[src/rtl/rr_mux_arbiter_4x1_pkg.sv]
// Shared constants and state encoding for the round-robin 4:1 mux arbiter.
package rr_mux_arbiter_4x1_pkg;

    localparam int unsigned N_REQ = 4;
    localparam int unsigned SEL_W = 2;

    typedef enum logic {
        ST_IDLE = 1'b0,
        ST_LOCK = 1'b1
    } state_t;

endpackage

[src/rtl/mux4.sv]
// Structural single-bit 4:1 mux built from two levels of 2:1 selection.
module mux4
    import rr_mux_arbiter_4x1_pkg::*;
(
    input  logic [N_REQ-1:0] d,
    input  logic [SEL_W-1:0] s,
    output logic             y
);

    logic lo;
    logic hi;

    assign lo = s[0] ? d[1] : d[0];
    assign hi = s[0] ? d[3] : d[2];
    assign y  = s[1] ? hi : lo;

endmodule

[src/rtl/rr_pick4.sv]
// Combinational round-robin picker: first asserted request at or after ptr, wrapping.
module rr_pick4
    import rr_mux_arbiter_4x1_pkg::*;
(
    input  logic [N_REQ-1:0] req,
    input  logic [SEL_W-1:0] ptr,
    output logic [SEL_W-1:0] gnt_idx,
    output logic             any
);

    logic             found;
    logic [SEL_W-1:0] cand;

    always_comb begin
        gnt_idx = ptr;
        found   = 1'b0;
        cand    = ptr;
        for (int unsigned k = 0; k < N_REQ; k++) begin
            cand = ptr + SEL_W'(k);
            if (!found && req[cand]) begin
                gnt_idx = cand;
                found   = 1'b1;
            end
        end
    end

    assign any = |req;

endmodule

[src/rtl/rr_mux_arbiter_4x1.sv]
// Round-robin burst arbiter driving a shared 4:1 data mux into one registered
// valid/ready output stage.
module rr_mux_arbiter_4x1
    import rr_mux_arbiter_4x1_pkg::*;
#(
    parameter int unsigned WIDTH = 8
) (
    input  logic                   clk,
    input  logic                   rst_n,
    input  logic [N_REQ-1:0]       req_valid,
    input  logic [N_REQ*WIDTH-1:0] req_data,
    input  logic [N_REQ-1:0]       req_last,
    output logic [N_REQ-1:0]       req_ready,
    output logic                   out_valid,
    output logic [WIDTH-1:0]       out_data,
    output logic                   out_last,
    input  logic                   out_ready,
    output logic [SEL_W-1:0]       sel,
    output logic                   busy
);

    state_t           state_q, state_d;
    logic [SEL_W-1:0] ptr_q, ptr_d;
    logic [SEL_W-1:0] sel_q, sel_d;
    logic             out_valid_q;
    logic [WIDTH-1:0] out_data_q;
    logic             out_last_q;

    logic [SEL_W-1:0] gnt_idx;
    logic             any;
    logic             can_load;
    logic             load;
    logic [WIDTH-1:0] mux_data;
    logic             mux_last;

    rr_pick4 u_pick (
        .req     (req_valid),
        .ptr     (ptr_q),
        .gnt_idx (gnt_idx),
        .any     (any)
    );

    // One structural mux per data bit, plus one for the last flag.
    for (genvar b = 0; b < int'(WIDTH); b++) begin : g_data_mux
        logic [N_REQ-1:0] lane_bits;
        for (genvar i = 0; i < int'(N_REQ); i++) begin : g_lane
            assign lane_bits[i] = req_data[i*int'(WIDTH) + b];
        end
        mux4 u_mux (
            .d (lane_bits),
            .s (sel_q),
            .y (mux_data[b])
        );
    end

    mux4 u_last_mux (
        .d (req_last),
        .s (sel_q),
        .y (mux_last)
    );

    assign can_load = !out_valid_q || out_ready;

    // Next-state, grant and handshake decode.
    always_comb begin
        state_d   = state_q;
        ptr_d     = ptr_q;
        sel_d     = sel_q;
        req_ready = '0;
        load      = 1'b0;
        case (state_q)
            ST_IDLE: begin
                if (any) begin
                    sel_d   = gnt_idx;
                    state_d = ST_LOCK;
                end
            end
            ST_LOCK: begin
                req_ready[sel_q] = can_load;
                if (req_valid[sel_q] && can_load) begin
                    load = 1'b1;
                    if (mux_last) begin
                        state_d = ST_IDLE;
                        ptr_d   = sel_q + SEL_W'(1);
                    end
                end
            end
            default: state_d = ST_IDLE;
        endcase
    end

    always_ff @(posedge clk or negedge rst_n) begin
        if (!rst_n) begin
            state_q <= ST_IDLE;
            ptr_q   <= '0;
            sel_q   <= '0;
        end else begin
            state_q <= state_d;
            ptr_q   <= ptr_d;
            sel_q   <= sel_d;
        end
    end

    // Output stage: a load replaces the held beat, otherwise a drain empties it.
    always_ff @(posedge clk or negedge rst_n) begin
        if (!rst_n) begin
            out_valid_q <= 1'b0;
            out_data_q  <= '0;
            out_last_q  <= 1'b0;
        end else if (load) begin
            out_valid_q <= 1'b1;
            out_data_q  <= mux_data;
            out_last_q  <= mux_last;
        end else if (out_ready) begin
            out_valid_q <= 1'b0;
        end
    end

    assign out_valid = out_valid_q;
    assign out_data  = out_data_q;
    assign out_last  = out_last_q;
    assign sel       = sel_q;
    assign busy      = (state_q == ST_LOCK);

endmodule

[config.mk]
export PLATFORM = sky130hd
export DESIGN_NAME = rr_mux_arbiter_4x1
export DESIGN_NICKNAME = d
export VERILOG_FILES = /design/src/rtl/rr_mux_arbiter_4x1_pkg.sv /design/src/rtl/mux4.sv /design/src/rtl/rr_pick4.sv /design/src/rtl/rr_mux_arbiter_4x1.sv
export SDC_FILE = /design/constraint.sdc
export NUM_CORES = 1
export LEC_CHECK = 0
export ABC_AREA = 0
export BUFFER_PORTS_ARGS = -buffer_cell sky130_fd_sc_hd__buf_4
export CAP_MARGIN = 20
export CORE_MARGIN = 1.5
export CORE_UTILIZATION = 47
export CTS_BUF_LIST = sky130_fd_sc_hd__clkbuf_4
export DETAILED_ROUTE_END_ITERATION = 10
export GPL_TIMING_DRIVEN = 1
export PLACE_DENSITY = 0.87
export SLEW_MARGIN = 5
export SYNTH_ARGS = -nofsm -noshare
export SYNTH_HDL_FRONTEND = slang
export SYNTH_SLANG_ARGS = --single-unit
[constraint.sdc]
create_clock -name clk -period 3 [get_ports clk]
set_input_delay 0.6 -clock clk [delete_from_list [all_inputs] [get_ports clk]]
set_output_delay 0.6 -clock clk [all_outputs]
set_load 0.01 [all_outputs]
==> results by group <==
STA
  – Fin. Hold Viols: 0
  – Final setup fails: 0
  – Clk_skew: ~0.0019 ns
  – Max Fclk: 447.9 MHz
  – Fin Hold WS: approximately 0.15 ns
  – Final Max Tran Viols: 0
  – Setup TNS: 0 ns
  – Min Tclk post-route: 2.233 ns
  – Fin crit share: between 70% and 80%
  – RSZ-0062 raised after global routing: no
  – Worst-Margin Slew: between 0.5 and 0.6 ns
  – Slew HR: 60.65%

Clock tree
  – Hold_buf cts: 0
  – Worst skew pair latency: between 0.2 and 0.3 ns
  – TritonCTS clock tree: done
  – Cts bufs inserted: 3
  – Post-cts sizing count: 0
  – Htree depth: 1
  – Post-CTS setup buffer count: 0
  – Clock tree root buffer cell: clkbuf_4
  – CTS max path bufs: 2
  – CTS sink cnt: 15
  – Clk pin slew, worst setup/hold paths: roughly 0.090 ns

Route
  – DRT antenna net count: 0
  – Vias: roughly 840
  – First drt pass iteration count: 4
  – Detailed-route wire length: approximately 2600 um
  – DRC errors left: 0
  – Avg WL per Cell: between 15 and 20 um
  – DRT iter0 DRCs: 10
  – DR vias/cell: approximately 5.2

Setup path
  – Reg2Reg Depth: 3
  – RR Endpoint: out_data[4]
  – Startpoint Class: flop
  – Critical Path AT: around 1.6 ns
  – Setup CP Type: flop to primary output
  – CP max FO: 15
  – Reg2reg setup slack: roughly 1.1 ns
  – Data required time of the critical path: between 2 and 2.5 ns
  – R2R Path Start: sel[1]
  – Worst setup EP type: primary output

Synthesis
  – Cell taking the most area after synthesis: dfrtp_1
  – Synth area leaders: dfrtp_1, mux4_2, mux2_2
  – Cell area after synthesis: around 960 um^2
  – Seq cells post-synth: 15
  – Synth warn: 0
  – Synth Instances: 73
  – Syn nets: 120
  – Synth top area share: between 30% and 40%
  – Yosys cell types: 25
  – Post-Syn Area per Cell: between 10 and 15 um^2
  – Sequential area share after synthesis: between 30% and 40%

Placement
  – GP Congestion: ~0.85
  – Area after DPL: about 1400 um^2
  – Hpwl dp: a little over 2000 um
  – IO buf count: about 60
  – Placed cells: between 150 and 200

Global route
  – Gr usage total: roughly 22%
  – First-pass GRT wire length: between 3000 and 4000 um
  – Vias in the first global route: 822
  – Largest net degree at the start of global routing: 16
  – Antenna violations before repair: 0
  – Global route overflow: 0

Floorplanning
  – Io pins: 60
  – Core area: ~1900 um^2
  – Die X: 48.25 um
  – Die area: about 2300 um^2
  – Initial Util: between 40% and 50%
  – Die height: roughly 48 um
  – Row cnt: 16

Finish
  – Nets: between 150 and 200
  – Non-filler instance count after layout: between 150 and 200
  – Final instance area: 1464 um^2
  – Antenna Cells: 0
  – Layout overhead on the synthesized area: 52.15%
  – Fraction of layout cells with a size suffix above 1: between 60 and 70%

Power and ir drop
  – Cell Pwr Density: 909.2 nW/um^2
  – Leakage: 0.7233 nW
  – Final Power: ~0.0013 W
  – Peak supply drop: between 0.5 and 0.6 mV

Worst hold path
  – Worst min path class: input pin to asynchronous set/reset pin

Status
  – Status: complete, no violations

Job
  – MaxCap Viol Count: 0
## synthesized netlist by cell type (all sizes together)
master,instances
a211o,1
a21oi,2
a221oi,1
a31oi,1
and3,4
buf,2
clkbuf,1
dfrtp,15
ha,4
inv,5
mux2,9
mux4,10
nand2,4
nand2b,2
nand3,1
nand4,1
nor2,2
nor2b,2
nor3,1
o21a,1
o21ai,2
o32ai,1
or4,1
## placed cells by master, fill, tap and decap left out, types with 2 or more instances in the layout
cell,n
buf_4,60
dfrtp_1,15
mux4_2,10
mux2_2,8
inv_1,5
and3_1,4
nand2_1,4
ha_1,4
clkbuf_4,4
nand2b_1,2
o21ai_0,2
nor2b_1,2
nor2_1,2
a21oi_1,2
## critical path: stages (launching register included)
cell and delay (ns):
dfrtp_1 0.73, inv_1 0.14, ha_1 0.20, and3_1 0.14, buf_4 0.14
## kinds of logic after synthesis
| family | count (synthesis) | share of synthesized area [%] |
|---|---|---|
| DFF | 15 | 39.01 |
| adders and majority gates | 4 | 5.202 |
| muxes | 19 | 34.33 |
| and+or+nand+nor | 18 | 11.96 |
| buffers and inverters | 8 | 3.250 |
| AOI/OAI and AO/OA | 9 | 6.243 |
## how the worst max path moves through the flow
stage / from / endpoint / cells past startpoint
after floorplan: sel[0] / req_ready[0] / 4
after global placement: out_ready / req_ready[0] / 4
after detailed placement: out_ready / req_ready[0] / 4
after CTS: sel[1] / req_ready[0] / 4
after global routing: sel[1] / req_ready[0] / 4
final: sel[1] / req_ready[0] / 4
## stage by stage
| stage | util (%) | setup WS, ns |
|---|---|---|
| after global routing | 75.39 | 0.6436 |
| after CTS | 75.39 | 0.7541 |
| after detailed placement | 73.84 | 1.041 |
| final | 75.39 | 0.7675 |
| after floorplan | - | 1.146 |
| after global placement | 73.84 | 1.070 |
## power breakdown
group	switching (W)	internal, W
registers	0.000113	0.000308
clock network	0.0000627	0.0000606
logic	0.000328	0.000458
total	0.000504	0.000827
## metal layers
metal	share of wire, %	up-vias	global-route usage (%)
met2	61	24	42.37
met5	0	-	0
li1	-	401	-
met4	0.54	0	3.784
met1	35	417	23.81
met3	3.1	2	7.778
## flip-flops by register name (all words and copies together), names as in the netlist
register   cells
sel            2
out_data       8
out_valid      1
busy           1
out_last       1
ptr_q          2
## area by class of cell
type | count | area, um^2
Fill cell | 148 | 478.0
Sequential cell | 15 | 375.4
Tap cell | 27 | 33.78
Clock buffer | 4 | 30.03
Inverter | 5 | 18.77
Multi-Input combinational cell | 50 | 555.5
Timing Repair Buffer | 60 | 450.4
(Power assumes the default switching activity.)
